===== src/rtl/tiny_cpu_pkg.sv =====
// Shared opcode and FSM state encodings for the tiny_cpu_gen2 core.
package tiny_cpu_pkg;

   // Instruction opcodes (upper four bits of the instruction word)
   localparam logic [3:0] OP_NOP = 4'd0;
   localparam logic [3:0] OP_CLR = 4'd1;
   localparam logic [3:0] OP_LDI = 4'd2;
   localparam logic [3:0] OP_MOV = 4'd3;
   localparam logic [3:0] OP_ADD = 4'd4;
   localparam logic [3:0] OP_SUB = 4'd5;
   localparam logic [3:0] OP_AND = 4'd6;
   localparam logic [3:0] OP_OR  = 4'd7;
   localparam logic [3:0] OP_XOR = 4'd8;
   localparam logic [3:0] OP_NOT = 4'd9;
   localparam logic [3:0] OP_SHL = 4'd10;
   localparam logic [3:0] OP_SHR = 4'd11;
   localparam logic [3:0] OP_MUL = 4'd12;
   localparam logic [3:0] OP_OUT = 4'd13;
   localparam logic [3:0] OP_LDR = 4'd14;
   localparam logic [3:0] OP_RSV = 4'd15;

   // Control FSM: IDLE accepts instructions, MUL waits for the multiplier
   localparam logic [0:0] ST_IDLE = 1'b0;
   localparam logic [0:0] ST_MUL  = 1'b1;

endpackage


===== src/rtl/tiny_cpu_gen2_if.sv =====
// Instruction/result/debug bundle between a driver (master) and the core (slave).
interface tiny_cpu_gen2_if #(
   parameter int WIDTH = 8,
   parameter int NREGS = 4
) ();
   localparam int RW = $clog2(NREGS);
   localparam int IW = 4 + 2*RW + WIDTH;

   logic [IW-1:0]    i_in;
   logic             i_in_valid;
   logic             o_in_ready;
   logic [WIDTH-1:0] o_result;
   logic             o_result_valid;
   logic             o_zero;
   logic             o_carry;
   logic             o_illegal;
   logic [RW-1:0]    i_dbg_sel;
   logic [WIDTH-1:0] o_dbg_data;

   modport master (
      output i_in, i_in_valid, i_dbg_sel,
      input  o_in_ready, o_result, o_result_valid, o_zero, o_carry, o_illegal, o_dbg_data
   );

   modport slave (
      input  i_in, i_in_valid, i_dbg_sel,
      output o_in_ready, o_result, o_result_valid, o_zero, o_carry, o_illegal, o_dbg_data
   );
endinterface


===== src/rtl/shift_add_mul.sv =====
// Multi-cycle shift-add multiplier. Operands are captured on i_start; o_done is
// high during the cycle before the WIDTH-th edge after start, with o_product
// already including the final partial product so the caller can write it on
// that edge.
module shift_add_mul #(
   parameter int WIDTH = 8
) (
   input  logic               i_clk,
   input  logic               i_rst_n,
   input  logic               i_start,
   input  logic [WIDTH-1:0]   i_a,
   input  logic [WIDTH-1:0]   i_b,
   output logic               o_done,
   output logic [2*WIDTH-1:0] o_product
);
   localparam int CW = $clog2(WIDTH);

   logic               r_busy;
   logic [CW-1:0]      r_cnt;
   logic [2*WIDTH-1:0] r_mcand;
   logic [2*WIDTH-1:0] r_acc;
   logic [WIDTH-1:0]   r_mplier;

   logic [2*WIDTH-1:0] w_addend;
   logic [2*WIDTH-1:0] w_acc_next;

   assign w_addend   = r_mplier[0] ? r_mcand : '0;
   assign w_acc_next = r_acc + w_addend;
   assign o_done     = r_busy && (r_cnt == CW'(WIDTH - 1));
   assign o_product  = w_acc_next;

   // Capture operands on start, then consume one multiplier bit per edge
   always_ff @(posedge i_clk or negedge i_rst_n) begin
      if (!i_rst_n) begin
         r_busy   <= 1'b0;
         r_cnt    <= '0;
         r_mcand  <= '0;
         r_acc    <= '0;
         r_mplier <= '0;
      end else if (i_start) begin
         r_busy   <= 1'b1;
         r_cnt    <= '0;
         r_mcand  <= {{WIDTH{1'b0}}, i_a};
         r_acc    <= '0;
         r_mplier <= i_b;
      end else if (r_busy) begin
         r_acc    <= w_acc_next;
         r_mcand  <= {r_mcand[2*WIDTH-2:0], 1'b0};
         r_mplier <= {1'b0, r_mplier[WIDTH-1:1]};
         if (o_done) begin
            r_busy <= 1'b0;
         end else begin
            r_cnt <= r_cnt + CW'(1);
         end
      end
   end
endmodule


===== src/rtl/tiny_cpu_gen2.sv =====
// Tiny accumulator-style CPU: decode, register file and flags live here; the
// multiply is delegated to shift_add_mul while the FSM holds off new work.
module tiny_cpu_gen2
   import tiny_cpu_pkg::*;
#(
   parameter int WIDTH = 8,
   parameter int NREGS = 4
) (
   input  logic            i_clk,
   input  logic            i_rst_n,
   tiny_cpu_gen2_if.slave  bus
);
   localparam int RW = $clog2(NREGS);
   localparam int IW = 4 + 2*RW + WIDTH;

   // Architectural state
   logic [0:0]       r_state;
   logic [RW-1:0]    r_mul_rd;
   logic [WIDTH-1:0] r_result;
   logic             r_result_valid;
   logic             r_illegal;
   logic             r_zero;
   logic             r_carry;

   // Instruction fields and operands
   logic [3:0]       w_op;
   logic [RW-1:0]    w_rd;
   logic [RW-1:0]    w_rs;
   logic [WIDTH-1:0] w_imm;
   logic [WIDTH-1:0] w_regs [NREGS];
   logic [WIDTH-1:0] w_a;
   logic [WIDTH-1:0] w_b;
   logic [WIDTH:0]   w_sum;
   logic [WIDTH:0]   w_diff;

   // Decode outputs
   logic             w_we_any;
   logic [RW-1:0]    w_waddr;
   logic [WIDTH-1:0] w_wdata;
   logic             w_zero_val;
   logic             w_upd_zero;
   logic             w_upd_carry;
   logic             w_carry_val;
   logic             w_clr;
   logic             w_out;
   logic             w_ill;
   logic             w_mul_start;

   // Multiplier handshake
   logic               w_mul_done;
   logic [2*WIDTH-1:0] w_product;

   assign w_op   = bus.i_in[IW-1 -: 4];
   assign w_rd   = bus.i_in[WIDTH+2*RW-1 -: RW];
   assign w_rs   = bus.i_in[WIDTH+RW-1 -: RW];
   assign w_imm  = bus.i_in[WIDTH-1:0];
   assign w_a    = w_regs[w_rd];
   assign w_b    = w_regs[w_rs];
   assign w_sum  = {1'b0, w_a} + {1'b0, w_b};
   // The top bit of the widened difference is the unsigned borrow (rd < rs)
   assign w_diff = {1'b0, w_a} - {1'b0, w_b};
   assign w_zero_val = (w_wdata == '0);

   shift_add_mul #(.WIDTH(WIDTH)) u_mul (
      .i_clk     (i_clk),
      .i_rst_n   (i_rst_n),
      .i_start   (w_mul_start),
      .i_a       (w_a),
      .i_b       (w_b),
      .o_done    (w_mul_done),
      .o_product (w_product)
   );

   // Decode: single-cycle ops act on the accepting edge; a finished multiply writes back
   always_comb begin
      w_we_any    = 1'b0;
      w_waddr     = w_rd;
      w_wdata     = '0;
      w_upd_zero  = 1'b0;
      w_upd_carry = 1'b0;
      w_carry_val = 1'b0;
      w_clr       = 1'b0;
      w_out       = 1'b0;
      w_ill       = 1'b0;
      w_mul_start = 1'b0;
      if (r_state == ST_MUL) begin
         if (w_mul_done) begin
            w_we_any    = 1'b1;
            w_waddr     = r_mul_rd;
            w_wdata     = w_product[WIDTH-1:0];
            w_upd_zero  = 1'b1;
            w_upd_carry = 1'b1;
            w_carry_val = |w_product[2*WIDTH-1:WIDTH];
         end
      end else if (bus.i_in_valid) begin
         case (w_op)
            OP_NOP: ;
            OP_CLR: w_clr = 1'b1;
            OP_LDI: begin w_we_any = 1'b1; w_wdata = w_imm; end
            OP_MOV: begin w_we_any = 1'b1; w_wdata = w_b; end
            OP_ADD: begin
               w_we_any = 1'b1; w_wdata = w_sum[WIDTH-1:0]; w_upd_zero = 1'b1;
               w_upd_carry = 1'b1; w_carry_val = w_sum[WIDTH];
            end
            OP_SUB: begin
               w_we_any = 1'b1; w_wdata = w_diff[WIDTH-1:0]; w_upd_zero = 1'b1;
               w_upd_carry = 1'b1; w_carry_val = w_diff[WIDTH];
            end
            OP_AND: begin w_we_any = 1'b1; w_wdata = w_a & w_b; w_upd_zero = 1'b1; end
            OP_OR:  begin w_we_any = 1'b1; w_wdata = w_a | w_b; w_upd_zero = 1'b1; end
            OP_XOR: begin w_we_any = 1'b1; w_wdata = w_a ^ w_b; w_upd_zero = 1'b1; end
            OP_NOT: begin w_we_any = 1'b1; w_wdata = ~w_b; w_upd_zero = 1'b1; end
            OP_SHL: begin
               w_we_any = 1'b1; w_wdata = {w_a[WIDTH-2:0], 1'b0}; w_upd_zero = 1'b1;
               w_upd_carry = 1'b1; w_carry_val = w_a[WIDTH-1];
            end
            OP_SHR: begin
               w_we_any = 1'b1; w_wdata = {1'b0, w_a[WIDTH-1:1]}; w_upd_zero = 1'b1;
               w_upd_carry = 1'b1; w_carry_val = w_a[0];
            end
            OP_MUL: w_mul_start = 1'b1;
            OP_OUT: w_out = 1'b1;
            OP_LDR: begin w_we_any = 1'b1; w_wdata = r_result; end
            default: w_ill = 1'b1;
         endcase
      end
   end

   // Register file: one flop bank per register so CLR and reset clear all at once
   genvar gi;
   generate
      for (gi = 0; gi < NREGS; gi++) begin : g_reg
         logic [WIDTH-1:0] r_q;
         // Hold, clear, or load this register from the shared write port
         always_ff @(posedge i_clk or negedge i_rst_n) begin
            if (!i_rst_n) begin
               r_q <= '0;
            end else if (w_clr) begin
               r_q <= '0;
            end else if (w_we_any && (w_waddr == RW'(gi))) begin
               r_q <= w_wdata;
            end
         end
         assign w_regs[gi] = r_q;
      end
   endgenerate

   // FSM, result register, flags and one-cycle status pulses
   always_ff @(posedge i_clk or negedge i_rst_n) begin
      if (!i_rst_n) begin
         r_state        <= ST_IDLE;
         r_mul_rd       <= '0;
         r_result       <= '0;
         r_result_valid <= 1'b0;
         r_illegal      <= 1'b0;
         r_zero         <= 1'b0;
         r_carry        <= 1'b0;
      end else begin
         r_result_valid <= w_out;
         r_illegal      <= w_ill;
         if (w_clr) begin
            r_result <= '0;
            r_zero   <= 1'b0;
            r_carry  <= 1'b0;
         end else begin
            if (w_out)       r_result <= w_b;
            if (w_upd_zero)  r_zero   <= w_zero_val;
            if (w_upd_carry) r_carry  <= w_carry_val;
         end
         if (w_mul_start) begin
            r_state  <= ST_MUL;
            r_mul_rd <= w_rd;
         end else if (w_mul_done) begin
            r_state  <= ST_IDLE;
         end
      end
   end

   assign bus.o_in_ready     = (r_state == ST_IDLE);
   assign bus.o_result       = r_result;
   assign bus.o_result_valid = r_result_valid;
   assign bus.o_zero         = r_zero;
   assign bus.o_carry        = r_carry;
   assign bus.o_illegal      = r_illegal;
   assign bus.o_dbg_data     = w_regs[bus.i_dbg_sel];
endmodule


===== src/flat_wrapper.sv =====
// flat-port wrapper written by rule: the top's interface ports become plain ports
module tiny_cpu_gen2_flat import tiny_cpu_pkg::*;
#(
   parameter int WIDTH = 8,
   parameter int NREGS = 4
)
  (i_clk, i_rst_n, bus_i_in, bus_i_in_valid, bus_i_dbg_sel, bus_o_in_ready, bus_o_result, bus_o_result_valid, bus_o_zero, bus_o_carry, bus_o_illegal, bus_o_dbg_data);
  tiny_cpu_gen2_if #(.WIDTH(WIDTH), .NREGS(NREGS)) bus_i ();
  input  logic i_clk;
  input  logic i_rst_n;
  input wire logic [$bits(bus_i.i_in)-1:0] bus_i_in;
  input wire logic [$bits(bus_i.i_in_valid)-1:0] bus_i_in_valid;
  input wire logic [$bits(bus_i.i_dbg_sel)-1:0] bus_i_dbg_sel;
  output wire logic [$bits(bus_i.o_in_ready)-1:0] bus_o_in_ready;
  output wire logic [$bits(bus_i.o_result)-1:0] bus_o_result;
  output wire logic [$bits(bus_i.o_result_valid)-1:0] bus_o_result_valid;
  output wire logic [$bits(bus_i.o_zero)-1:0] bus_o_zero;
  output wire logic [$bits(bus_i.o_carry)-1:0] bus_o_carry;
  output wire logic [$bits(bus_i.o_illegal)-1:0] bus_o_illegal;
  output wire logic [$bits(bus_i.o_dbg_data)-1:0] bus_o_dbg_data;
  assign bus_i.i_in = bus_i_in;
  assign bus_i.i_in_valid = bus_i_in_valid;
  assign bus_i.i_dbg_sel = bus_i_dbg_sel;
  assign bus_o_in_ready = bus_i.o_in_ready;
  assign bus_o_result = bus_i.o_result;
  assign bus_o_result_valid = bus_i.o_result_valid;
  assign bus_o_zero = bus_i.o_zero;
  assign bus_o_carry = bus_i.o_carry;
  assign bus_o_illegal = bus_i.o_illegal;
  assign bus_o_dbg_data = bus_i.o_dbg_data;
  tiny_cpu_gen2 #(.WIDTH(WIDTH), .NREGS(NREGS)) u_core (.i_clk(i_clk), .i_rst_n(i_rst_n), .bus(bus_i));
endmodule

===== config.mk =====
export PLATFORM = sky130hd
export DESIGN_NAME = tiny_cpu_gen2_flat
export DESIGN_NICKNAME = d
export VERILOG_FILES = /design/src/rtl/tiny_cpu_pkg.sv /design/src/rtl/tiny_cpu_gen2_if.sv /design/src/rtl/shift_add_mul.sv /design/src/rtl/tiny_cpu_gen2.sv /design/src/flat_wrapper.sv
export SDC_FILE = /design/constraint.sdc
export NUM_CORES = 1
export LEC_CHECK = 0
export ABC_AREA = 0
export BUFFER_PORTS_ARGS = -buffer_cell sky130_fd_sc_hd__buf_2
export CAP_MARGIN = 0
export CORE_MARGIN = 3
export CORE_UTILIZATION = 45
export CTS_BUF_LIST = sky130_fd_sc_hd__clkbuf_8
export DETAILED_ROUTE_END_ITERATION = 8
export GPL_TIMING_DRIVEN = 1
export HOLD_SLACK_MARGIN = 0.15
export SYNTH_ARGS = -nofsm -noshare
export SYNTH_HDL_FRONTEND = slang
export SYNTH_SLANG_ARGS = --single-unit

===== constraint.sdc =====
create_clock -name i_clk -period 4.8 [get_ports i_clk]
set_clock_uncertainty 0.05 [all_clocks]
set_input_delay 0.96 -clock i_clk [delete_from_list [all_inputs] [get_ports i_clk]]
set_output_delay 0.96 -clock i_clk [all_outputs]
set_load 0.005 [all_outputs]

## Word level (Yosys, flattened, before mapping)

Cells that the tools add are included.

| storage, ports and cells | value |
|---|---|
| output and inout bits | 21 |
| logic and storage cells | 143 |
| input port bits | 21 |
| bits in registers | 91 |

| cells by class | value |
|---|---|
| bitwise gates (word level) | 8 |
| $add $sub $neg | 4 |
| eq/ne operators | 19 |
| mux-type cells | 70 |
| order comparisons | 3 |
| reductions and logical operators | 23 |

Operators with widths:

| kind | number |
|---|---|
| two-way mux 8 bit | 21 |
| case mux 8 bit (11 select lines) | 1 |
| two-way mux 16 bit | 5 |
| binary-select mux 8 bit (select 2 bit) | 3 |
| two-way mux 1 bit | 34 |
| == test 4 bit (second input constant) | 7 |
| nonzero test 2 bit | 9 |
| adder 16 bit | 1 |
| == test 4 x 3 -> 1 bit (second input constant) | 4 |
| OR reduction 8 bit | 2 |
| OR reduction 15 bit | 1 |
| OR reduction 11 bit | 1 |
| adder 8 x 8 -> 9 bit | 1 |
| greater-or-equal comparator 3 bit (second input constant) | 3 |
| two-way mux 3 bit | 3 |
| inverter 2 -> 3 bit | 3 |
| subtractor 8 x 8 -> 9 bit | 1 |
| bitwise AND 8 bit | 1 |
| == test 4 x 2 -> 1 bit (second input constant) | 2 |
| logical NOT 8 bit | 1 |
| inverter 8 bit | 1 |
| bitwise OR 8 bit | 1 |
| XOR 8 bit | 1 |
| logical AND 1 bit | 5 |
| other kinds (13) | 15 |

## Depth between registers and ports, before layout

Gate-level depths: netlist (run 1).

| logic depth | value |
|---|---|
| word-level depth | 11 |
| mapped depth | 13 |
| depth with buffers taken out | 12 |

## Modules after synthesis

A second synthesis (run 1) with hierarchy kept.

| second synthesis, totals | value |
|---|---|
| cells, all modules | 785 |
| area total of the unflattened synthesis | 7,234.4 sq um |

Modules (own cells, without submodules):

| module | cells an instance | area an instance (sq um) | sequential area each (sq um) | instances |
|---|---|---|---|---|
| tiny_cpu_gen2 | 480 | 4,361.7 | 1,176.1 | 1 |
| shift_add_mul | 305 | 2,872.8 | 1,101.1 | 1 |

## Worst setup path after synthesis (run 1)

Ideal clock, no wire load.

| timing path | value |
|---|---|
| kind | input-to-reg |
| start | in bus_i_in[10] |
| end | reg u_core.r_zero, in the netlist u_core.bus.o_zero |
| data arrival time | 3.730 ns |
| slack | 0.928 ns |
| stages on the path | 12 |
| data required time | 4.658 ns |
| path buffers | 1 |
| library setup time | 0.092 ns |
| path through | buf_2 mux4_2 ha_1 fa_1 a211oi_1 nor2_1 xnor2_1 a21oi_1 o2111ai_2 a22oi_4 nand3_2 o31ai_2 |

| between the ends | value |
|---|---|
| longest elaborated chain between the ends | 11 |
| elaborated cells between the ends (all ways) | 15 |
| classes of those cells | add/sub (2); mux (8); bitwise (4); reduce/logical (1) |

RTL lines:

| item | RTL line | text |
|---|---|---|
| from (decl) | flat_wrapper.sv:11 | `input wire logic [$bits(bus_i.i_in)-1:0] bus_i_in;` |
| inverter 2 -> 3 bit (implied by the code) * | tiny_cpu_gen2.sv:57 | `assign w_a = w_regs[w_rd];` |
| binary-select mux 8 bit (select 2 bit) * | tiny_cpu_gen2.sv:57 |  |
| two-way mux 8 bit (implied by the code) * (2 in series) | tiny_cpu_gen2.sv:57 |  |
| subtractor 8 x 8 -> 9 bit (tied with other cells) | tiny_cpu_gen2.sv:61 | `assign w_diff = {1'b0, w_a} - {1'b0, w_b};` |
| case mux 8 bit (11 select lines) * | tiny_cpu_gen2.sv:96 | `case (w_op)` |
| two-way mux 8 bit * | tiny_cpu_gen2.sv:95 | `end else if (bus.i_in_valid) begin` |
| two-way mux 8 bit * | tiny_cpu_gen2.sv:86 | `if (r_state == ST_MUL) begin` |
| logical NOT 8 bit * | tiny_cpu_gen2.sv:62 | `assign w_zero_val = (w_wdata == '0);` |
| two-way mux 1 bit * | tiny_cpu_gen2.sv:167 | `if (w_upd_zero) r_zero <= w_zero_val;` |
| two-way mux 1 bit * | tiny_cpu_gen2.sv:161 | `if (w_clr) begin` |
| to (signal assigned) | tiny_cpu_gen2.sv:167 |  |
| to (decl) | tiny_cpu_gen2.sv:22 | `logic r_zero;` |

Every way passes the cells marked *; elsewhere a longest branch is shown, timed or not. The select of a mux whose other input is x is not followed.
A chain may end at the register's enable or synchronous reset.

## Final worst setup path (run 1)

Ends and elaborated chain as after synthesis.

==> results of run 1 <==
-- path summary, 6_finish.rpt --
| kind | from | endpoint | slack (ns) | cells after the start |
|---|---|---|---|---|
| max in group asynchronous | i_rst_n | u_core.u_mul.r_busy | 3.18 | 2 |
| min reg2reg | u_core.u_mul.r_acc[10] | u_core.u_mul.r_acc[10] | 0.49 | 2 |
| min | u_core.u_mul.r_acc[10] | u_core.u_mul.r_acc[10] | 0.49 | 2 |
| max reg2reg | u_core.g_reg[1].r_q[5] | u_core.g_reg[1].r_q[6] | 1.28 | 9 |
| min in group asynchronous | i_rst_n | u_core.u_mul.r_acc[10] | 0.58 | 1 |
| max | bus_i_in[10] | u_core.bus.o_zero | 0.78 | 11 |
-- state kept, by name (all words and copies together) (netlist names) --
name and flops:
u_core.r_mul_rd 2, u_core.r_state 1, u_core.bus.o_illegal 1, u_core.bus.o_zero 1, u_core.u_mul.r_mplier 8, u_core.bus.o_carry 1
u_core.bus.o_result_valid 1, u_core.g.r_q 32, u_core.u_mul.r_acc 16, u_core.u_mul.r_busy 1, u_core.bus.o_result 8, u_core.u_mul.r_mcand 16
u_core.u_mul.r_cnt 3
-- stage by stage --
| step | hold WS (ns) | utilization [%] | std cells | power, W | area (µm²) |
|---|---|---|---|---|---|
| 2_1_floorplan | 0.437 | - | 725 | 0.00269 | 6820 |
| 3_3_place_gp | 0.458 | 48.8 | 917 | 0.00322 | 7170 |
| 3_5_place_dp | 0.469 | 48.8 | 917 | 0.00325 | 7170 |
| 4_1_cts | 0.494 | 50.1 | 933 | 0.00378 | 7360 |
| 5_1_grt | 0.519 | 50.1 | 933 | 0.00408 | 7360 |
| 6_report | 0.489 | 50.1 | 933 | 0.00376 | 7360 |
-- layout by cell type, fill, tap and decap left out, types with 3 or more instances in the layout --
master and instances:
sky130_fd_sc_hd__o21bai_1 5, sky130_fd_sc_hd__o311ai_0 3, sky130_fd_sc_hd__nor2_1 61, sky130_fd_sc_hd__and3_1 4, sky130_fd_sc_hd__fa_1 3, sky130_fd_sc_hd__nor2b_1 10
sky130_fd_sc_hd__xnor2_1 15, sky130_fd_sc_hd__nand3b_1 9, sky130_fd_sc_hd__a21oi_1 55, sky130_fd_sc_hd__nand3_1 28, sky130_fd_sc_hd__mux2i_1 59, sky130_fd_sc_hd__o21a_1 4
sky130_fd_sc_hd__mux4_2 21, sky130_fd_sc_hd__mux2_2 4, sky130_fd_sc_hd__buf_4 11, sky130_fd_sc_hd__nand2_1 45, sky130_fd_sc_hd__mux4_1 4, sky130_fd_sc_hd__a31oi_1 9
sky130_fd_sc_hd__and2_1 17, sky130_fd_sc_hd__o221ai_1 4, sky130_fd_sc_hd__o21ai_0 55, sky130_fd_sc_hd__clkinv_4 4, sky130_fd_sc_hd__a221oi_1 5, sky130_fd_sc_hd__buf_2 40
sky130_fd_sc_hd__nand4_1 5, sky130_fd_sc_hd__ha_1 41, sky130_fd_sc_hd__a21o_1 5, sky130_fd_sc_hd__dfrtp_1 90, sky130_fd_sc_hd__a22oi_1 5, sky130_fd_sc_hd__nand2b_1 14
sky130_fd_sc_hd__clkbuf_8 9, sky130_fd_sc_hd__o22ai_1 4, sky130_fd_sc_hd__xor2_1 3, sky130_fd_sc_hd__or3_1 5, sky130_fd_sc_hd__nor3_1 11, sky130_fd_sc_hd__a211oi_1 5
sky130_fd_sc_hd__inv_1 28
-- metal layers --
metal  track usage, %  up-vias  wire length [µm]
met5                0        -                 0
met4             11.3        0               834
met3             4.16       60              1410
met2             36.5      261              8670
met1             34.2     2890              8700
li1                 -     2721                 -
-- power by group --
part / total [W] / switching (W) / internal (W)
logic: 0.00197 / 0.00112 / 0.000846
registers: 0.00128 / 0.000236 / 0.00105
clock network: 0.000510 / 0.000309 / 0.000201
-- critical path: stages --
cell	delay (ns)
sky130_fd_sc_hd__buf_2	0.34
sky130_fd_sc_hd__mux4_2	0.63
sky130_fd_sc_hd__ha_1	0.30
sky130_fd_sc_hd__fa_1	0.49
sky130_fd_sc_hd__a22oi_1	0.17
sky130_fd_sc_hd__o221ai_1	0.13
sky130_fd_sc_hd__o21ai_0	0.17
sky130_fd_sc_hd__o21ai_0	0.15
sky130_fd_sc_hd__a22oi_1	0.45
sky130_fd_sc_hd__nand3_1	0.22
sky130_fd_sc_hd__o31ai_2	0.24
-- cell type report --
cell class / instances / area share (%)
clock inverter: 7 / 0.968
multi-input combinational: 560 / 57.9
timing repair buffer: 51 / 3.84
tap: 184 / 3.13
inverter: 31 / 1.58
sequential: 91 / 30.9
clock buffer: 9 / 1.68
-- logic make-up (layout without fill, tap and decap cells) --
family                   count (synthesis)  count (layout)  share of synthesized area (%)
adder cells (fa/ha/maj)                 44              44                           8.40
AO/OA/AOI/OAI                          191             191                           18.0
buffers and inverters                   74              98                           4.35
XOR/XNOR                                18              18                           2.31
AND/OR/NAND/NOR                        219             219                           15.8
flip-flops                              91              91                           33.4
multiplexers                            88              88                           17.8
==> qor.txt, run 1 <==
I/O pin count = 42
starting density of the core = 46.4%
Layout Area Growth over Synthesis = 7.94%
unrepaired setup endpoints after global routing = no
maximum achievable frequency = 0.248 GHz
time the worst path needs with I/O delays and setup = 4.02 ns
number of placement rows = 44
element type at the critical path start = primary input
dominant cell type by area after synthesis = sky130_fd_sc_hd__dfrtp_1
run status = completed
measured slew at the worst slew-check pin = 1.16 ns
Post-Route Setup TNS = 0 ns
number of clock buffers inserted by TritonCTS = 9
wire length of the first global-routing pass = 31200 µm
CTS tree = yes
clock sinks = 91
async set or reset register ratio after synthesis = 100%
most numerous cell types in the synthesized netlist = sky130_fd_sc_hd__dfrtp_1, sky130_fd_sc_hd__nor2_1, sky130_fd_sc_hd__mux2i_1
overall via count from detail_route = 5932
total length of routed wires = 19600 µm
most repeated cell in the gate-level netlist after synthesis = sky130_fd_sc_hd__dfrtp_1
max_slew headroom = 22.4%
post-synthesis net count = 790
Worst Path Class, Setup = primary input to flop
final net count = 809
Mapped Area = 6820 µm²
average detailed-routed wire length per instance = 21.0 µm
data arrival time of the critical path = 4.28 ns
Most used DFF post-synth = sky130_fd_sc_hd__dfrtp_1
number of H-tree levels = 3
Final period util = 83.8%
residual antenna-violating net count after detailed routing = 0
number of buffers inserted by port buffering = 41
number of enable flip-flop cells after synthesis = 0
multi-input logic area = 4260 µm²
Overflow after GRT = 0
number of buffers on the longest clock path = 2
count of endpoints failing setup in the final report = 0
final HPWL from detailed placement = 14300 µm
GRT Util Overall = 24.3%
Yosys warning count = 0
CTS Hold Bufs = 0
Min-Delay Path Class = flop to flop
Initial DRT Pass Iterations = 5
number of instances in the synthesized netlist = 725
Clock Latency Late Sink = 0.39 ns
drt drc = 0
vias per cell = 6.36
clock root buffer = sky130_fd_sc_hd__clkbuf_8
1st-iter DRT viols = 564
CP required = 5.05 ns
post-CTS setup-driven buffer insertion count = 0
number of antenna violations at the first check in global routing = 0
share of the synthesized area in the top cell type = 33.4%
clock-pin slew of the registers on the worst-case setup and hold paths = 0.10 ns
IR drop worst, VDD = 0.000234 V
Pwr Density = 511 nW/µm²
fraction of final layout cells sized beyond drive strength 1 = 14.2%
register area share after synthesis = 33.4%
max-slew violation total from the final report = 0
FF+latch area = 2280 µm²
synthesized area divided by synthesized cell count = 9.41 µm²
floorplan die height = 129 µm
library cells used by synthesis = 70
number of failing hold endpoints at the final stage = 0
Leakage = 3.18 nW
RePlAce Congestion = 1.02
post-cts gate resize count = 0
maximum number of pins on one net before global-route repair = 65
Critical Path End Type = flop
Synth Register Bits = 91
Core Footprint = 14700 µm²
via count of the first global-routing pass = 5621
leading cell types by total area after synthesis = sky130_fd_sc_hd__dfrtp_1, sky130_fd_sc_hd__mux2i_1, sky130_fd_sc_hd__ha_1
post-place setup slack = 0.389 ns
Filler Cell Count = 1373
PnR worst setup slack = 0.775 ns
Die Wd = 129 µm
floorplan die area = 16700 µm²
maxcap violations = 0
Crit Path Max Fanout = 13
Antenna Diode Count = 0
No activity file was read; power rests on OpenSTA's default activity.
==> inputs of run 2 (changes only) <==
- clock period: 4.8 -> 3.5 ns (I/O delays scaled with it)
==> run 2 against run 1 <==
Net effect:
- total power grew 53%
- worst setup slack lost 0.63 ns
- hold slack lost 0.17 ns
- non-clock buffer count grew 81
- core utilization grew 4.7 points
- clock-buffer cell count grew 1
- highest routed layer unchanged
- largest cell class unchanged
- combinational power grew 58%
- wire length grew 8.9%
==> qor.txt, run 2 (synthesis results as in run 1) <==
final HPWL from detailed placement = 16500 µm
number of failing hold endpoints at the final stage = 0
count of endpoints failing setup in the final report = 0
Overflow after GRT = 0
time the worst path needs with I/O delays and setup = 3.36 ns
data arrival time of the critical path = 3.61 ns
number of antenna violations at the first check in global routing = 0
CTS tree = yes
clock-pin slew of the registers on the worst-case setup and hold paths = 0.09 ns
Post-Route Setup TNS = 0 ns
cell depth of the worst flop-to-flop path = 11
max-slew violation total from the final report = 0
fraction of final layout cells sized beyond drive strength 1 = 22.9%
measured slew at the worst slew-check pin = 0.754 ns
Worst Path Class, Setup = flop to flop
vias per cell = 6.08
setup slack of the worst register-to-register path = 0.14 ns
wire length on met3 = 1380 µm
element type at the critical path start = flop
via count of the first global-routing pass = 6093
maximum number of pins on one net before global-route repair = 63
Antenna Diode Count = 0
number of H-tree levels = 3
met2 WL = 9810 µm
CP required = 3.75 ns
Layout Area Growth over Synthesis = 18.2%
maximum achievable frequency = 0.298 GHz
number of clock buffers inserted by TritonCTS = 9
unrepaired setup endpoints after global routing = no
Core Footprint = 14700 µm²
largest registers in the final layout = u_core.g.r_q x32, u_core.u_mul.r_acc x16, u_core.u_mul.r_mcand x16
run status = completed
top routing layer in use = met4
number of buffers inserted by port buffering = 41
met1 wire length = 9710 µm
IR drop worst, VDD = 0.000329 V
number of placement rows = 44
I/O pin count = 42
residual antenna-violating net count after detailed routing = 0
starting density of the core = 46.4%
summed area of non-filler cells in the final layout = 8060 µm²
register with the highest flop count = u_core.g.r_q
wire length of the first global-routing pass = 34400 µm
GRT Util Overall = 26.7%
max reg flops = 32
number of buffers on the longest clock path = 2
total length of routed wires = 21400 µm
max_slew headroom = 49.1%
Pwr Density = 716 nW/µm²
floorplan die height = 129 µm
clock root buffer = sky130_fd_sc_hd__clkbuf_8
Final Util = 54.9%
average detailed-routed wire length per instance = 21.1 µm
maxcap violations = 0
overall via count from detail_route = 6167
Crit Path Max Fanout = 17
Final period util = 95.9%
RePlAce Congestion = 1.01
clock sinks = 91
reg2reg start = u_core.u_mul.r_mplier[0]
drt drc = 0
highest-count cells in the layout ignoring fill and taps = sky130_fd_sc_hd__buf_4, sky130_fd_sc_hd__dfrtp_1, sky130_fd_sc_hd__nor2_1, sky130_fd_sc_hd__mux2i_1, sky130_fd_sc_hd__a21oi_1
worst setup path start = u_core.u_mul.r_mplier[0]
floorplan die area = 16700 µm²
Leakage = 3.61 nW
Initial DRT Pass Iterations = 5
end of the worst register-to-register path = u_core.bus.o_zero
Min-Delay Path Class = primary input to async pin
post-CTS setup-driven buffer insertion count = 0
Die Wd = 129 µm
area of placed instances = 7820 µm²
1st-iter DRT viols = 547
final net count = 890
CTS Hold Bufs = 0
Critical Path End Type = flop
Clock Latency Late Sink = 0.39 ns
[run 2: changes by cell type in the layout (fill, tap and decap cells not counted), moves of 2 or more]
cell                        previous run  this run
sky130_fd_sc_hd__clkinv_4              4         1
sky130_fd_sc_hd__buf_4                11        89
sky130_fd_sc_hd__bufinv_16             0         2
sky130_fd_sc_hd__buf_12                0         3
[run 2: routing by layer]
metal,global-route usage [%],up-vias
li1,-,2868
met1,37.5,3047
met2,42.5,222
met3,5.15,30
met4,7.47,0
met5,0,-
[run 2: layout make-up]
cell class	instances	area, µm²
Timing Repair Buffer	132	928
Inverter	31	116
Fill cell	1354	6640
Multi-Input combinational cell	560	4280
Tap cell	184	230
Sequential cell	91	2280
Clock inverter	6	88.8
Clock buffer	10	138
[run 2: where the power goes]
group	switching, W	internal, W
Clock	0.000406	0.000423
Combinational	0.00164	0.00148
Sequential	0.000384	0.00144
Total	0.00243	0.00334
[run 2: per-stage QoR]
stage	setup WS (ns)	power, W	hold WS, ns	std cells
after CTS	0.101	0.00576	0.346	1014
after detailed placement	-0.280	0.00491	0.473	998
after floorplan	0.00683	0.00369	0.354	725
after global placement	-0.267	0.00484	0.459	998
final	0.144	0.00577	0.321	1014
after global routing	0.00622	0.00620	0.356	1014
[run 2: how the worst max path moves through the flow]
stage | to | slack (ns) | depth (start not counted)
finish | u_core.bus.o_zero | 0.14 | 11
global route | u_core.g_reg[3].r_q[6] | 0.006 | 13
CTS | u_core.bus.o_zero | 0.10 | 11
detailed placement | u_core.g_reg[3].r_q[7] | -0.28 | 13
global placement | u_core.g_reg[3].r_q[7] | -0.27 | 13
floorplan | u_core.bus.o_zero | 0.007 | 12
[run 2: critical path, cell delays in order (launching register included)]
cell and delay, ns:
sky130_fd_sc_hd__dfrtp_2 0.52, sky130_fd_sc_hd__and2_1 0.18, sky130_fd_sc_hd__ha_1 0.25, sky130_fd_sc_hd__fa_1 0.49
sky130_fd_sc_hd__xnor2_2 0.31, sky130_fd_sc_hd__nor2_1 0.17, sky130_fd_sc_hd__a31oi_1 0.19, sky130_fd_sc_hd__o211ai_1 0.15
sky130_fd_sc_hd__o32ai_2 0.42, sky130_fd_sc_hd__and3_1 0.22, sky130_fd_sc_hd__nand3_1 0.10, sky130_fd_sc_hd__o31ai_2 0.22
[run 2: what timing repair did]
action                     in CTS  in global routing
gates cloned                    0                  0
gates resized for setup         1                  3
pin swaps                       0                  0
setup endpoints to repair       1                  7
==> inputs of run 3 (changes only) <==
- SLEW_MARGIN: not set -> 10
- SYNTH_HIERARCHICAL: not set -> 1
==> run 3 against run 2 <==
Net effect:
- die area grew 5.7%
- first-iteration DRC count fell by 10%
- hold slack better by 0.14 ns
- core utilization decreased by 0.32 points
- worst setup slack lost 0.052 ns
- largest cell class unchanged
==> qor.txt, run 3 <==
run status = completed
largest registers in the final layout = u_core/g.r_q x32, u_core/u_mul/r_acc x16, u_core/u_mul/r_mcand x16
CP required = 3.72 ns
number of buffers inserted by port buffering = 41
maxcap violations = 0
Worst Path Class, Setup = primary input to flop
overall via count from detail_route = 6334
number of placement rows = 45
post-place setup slack = -0.232 ns
Post-Route Setup TNS = 0 ns
Filler Cell Count = 1454
clock-pin slew of the registers on the worst-case setup and hold paths = 0.09 ns
Antenna Diode Count = 0
IR drop worst, VDD = 0.000358 V
max_slew headroom = 57.0%
register with the highest flop count = u_core/g.r_q
1st-iter DRT viols = 490
Die Wd = 133 µm
Most used DFF post-synth = sky130_fd_sc_hd__dfrtp_1
hold path startpoint = u_core/u_mul/r_acc[9]
via count of the first global-routing pass = 6443
Leakage = 3.85 nW
most repeated cell in the gate-level netlist after synthesis = sky130_fd_sc_hd__dfrtp_1
max-slew violation total from the final report = 0
synthesized area divided by synthesized cell count = 9.22 µm²
residual antenna-violating net count after detailed routing = 0
setup slack of the worst register-to-register path = 0.19 ns
Clock Latency Late Sink = 0.38 ns
Min-Delay Path Class = flop to flop
floorplan die height = 133 µm
wire length of the first global-routing pass = 34900 µm
Critical Path End Type = flop
time the worst path needs with I/O delays and setup = 3.41 ns
unrepaired setup endpoints after global routing = no
share of the synthesized area in the top cell type = 31.5%
Core Footprint = 15500 µm²
GRT Util Overall = 25.1%
highest-count cells in the layout ignoring fill and taps = sky130_fd_sc_hd__buf_4, sky130_fd_sc_hd__dfrtp_1, sky130_fd_sc_hd__nor2_1, sky130_fd_sc_hd__nand2_1, sky130_fd_sc_hd__mux2i_1
Initial DRT Pass Iterations = 5
Layout Area Growth over Synthesis = 16.7%
final net count = 946
PnR worst setup slack = 0.0923 ns
Worst Hold Endpoint = u_core/u_mul/r_acc[9]
element type at the critical path start = primary input
reg2reg start = u_core/u_mul/r_mplier[0]
Crit Path Max Fanout = 9
clock sinks = 91
most numerous cell types in the synthesized netlist = sky130_fd_sc_hd__dfrtp_1, sky130_fd_sc_hd__nor2_1, sky130_fd_sc_hd__nand2_1
max reg flops = 32
clock root buffer = sky130_fd_sc_hd__clkbuf_8
Overflow after GRT = 0
most frequent standard cell in the layout excluding fill and tap cells = sky130_fd_sc_hd__buf_4
leading cell types by total area after synthesis = sky130_fd_sc_hd__dfrtp_1, sky130_fd_sc_hd__mux2i_1, sky130_fd_sc_hd__ha_1
async set or reset register ratio after synthesis = 100%
post-CTS setup-driven buffer insertion count = 0
CTS tree = yes
maximum achievable frequency = 0.293 GHz
data arrival time of the critical path = 3.63 ns
total power = 0.00663 W
Synth Register Bits = 91
number of H-tree levels = 3
floorplan die area = 17600 µm²
Yosys warning count = 6
number of antenna violations at the first check in global routing = 0
total length of routed wires = 22000 µm
number of instances in the synthesized netlist = 785
Final period util = 97.4%
measured slew at the worst slew-check pin = 0.645 ns
Mapped Area = 7230 µm²
hold path cells = 2
maximum number of pins on one net before global-route repair = 82
fraction of final layout cells sized beyond drive strength 1 = 22.2%
post-synthesis net count = 855
register area share after synthesis = 31.5%
average detailed-routed wire length per instance = 20.1 µm
number of failing hold endpoints at the final stage = 0
number of buffers on the longest clock path = 2
cell depth of the worst flop-to-flop path = 13
I/O pin count = 42
Pwr Density = 785 nW/µm²
final HPWL from detailed placement = 17200 µm
RePlAce Congestion = 0.972
vias per cell = 5.80
count of endpoints failing setup in the final report = 0
number of enable flip-flop cells after synthesis = 0
end of the worst register-to-register path = u_core/bus.o_zero
drt drc = 0
number of clock buffers inserted by TritonCTS = 9
library cells used by synthesis = 76
starting density of the core = 46.7%
dominant cell type by area after synthesis = sky130_fd_sc_hd__dfrtp_1
## run 3: power breakdown
group | switching (W) | total, W | internal, W | leakage, nW
registers | 0.000393 | 0.00189 | 0.00149 | 1.16
clock network | 0.000383 | 0.000945 | 0.000562 | 0.138
logic | 0.00199 | 0.00380 | 0.00181 | 2.55
## run 3: repair_timing
action,in CTS,in global routing
endpoints found under the setup margin,0,1
endpoints found under the hold margin,10,0
hold buffers,1,0
gates resized for setup,0,1
## run 3: cells by family (layout without fill, tap and decap cells)
logic type	after synthesis	in the layout	synth area share (%)
fa+ha+maj	49	49	8.79
buf+inv	84	180	5.38
mux	86	86	15.6
compound gates	204	204	19.4
simple gates	249	249	16.7
flops	91	91	31.5
xor+xnor	22	22	2.66
## run 3: how the worst max path moves through the flow
stage	start	endpoint	slack, ns	cells after the start
2_1_floorplan	bus_i_in[10]	u_core/bus.o_zero	0.03	13
3_3_place_gp	bus_i_in[8]	u_core/bus.o_zero	-0.27	14
3_5_place_dp	bus_i_in[10]	u_core/bus.o_zero	-0.23	14
4_1_cts	bus_i_in[10]	u_core/bus.o_zero	0.15	14
5_1_grt	bus_i_in[8]	u_core/bus.o_zero	0.007	14
6_report	bus_i_in[10]	u_core/bus.o_zero	0.09	14
## run 3: worst max-delay path, stage by stage
cell and delay, ns:
sky130_fd_sc_hd__buf_2 0.21, sky130_fd_sc_hd__buf_4 0.23, sky130_fd_sc_hd__mux4_2 0.54, sky130_fd_sc_hd__buf_4 0.16, sky130_fd_sc_hd__ha_1 0.21, sky130_fd_sc_hd__buf_4 0.14
sky130_fd_sc_hd__a21oi_1 0.16, sky130_fd_sc_hd__a21oi_1 0.09, sky130_fd_sc_hd__a21oi_1 0.17, sky130_fd_sc_hd__xor2_1 0.08, sky130_fd_sc_hd__nor2_1 0.13, sky130_fd_sc_hd__a2bb2oi_1 0.40
sky130_fd_sc_hd__nor3b_1 0.14, sky130_fd_sc_hd__a31o_1 0.24
## run 3: area by class of cell
type | instances | area (µm²) | area share (%)
Tap cell | 211 | 264 | 3.13
Clock buffer | 10 | 138 | 1.63
Timing Repair Buffer | 136 | 936 | 11.1
Inverter | 28 | 105 | 1.24
Multi-Input combinational cell | 610 | 4590 | 54.4
Clock inverter | 6 | 129 | 1.53
Sequential cell | 91 | 2280 | 27.0
## run 3: metal layers
layer | GRT usage (%) | share of wire [%]
met3 | 3.38 | 4.5
met2 | 41.3 | 47
met5 | 0 | 0
met1 | 33.5 | 45
met4 | 9.82 | 3.0
## run 3: stage by stage
stage                     area [µm²]  std cells  util [%]  hold slack, ns
after floorplan                 7260        785         -           0.354
after global placement          8160       1075      52.7           0.427
after detailed placement        8160       1075      52.7           0.434
after CTS                       8440       1092      54.5           0.456
after global routing            8440       1092      54.5           0.467
final                           8440       1092      54.5           0.462
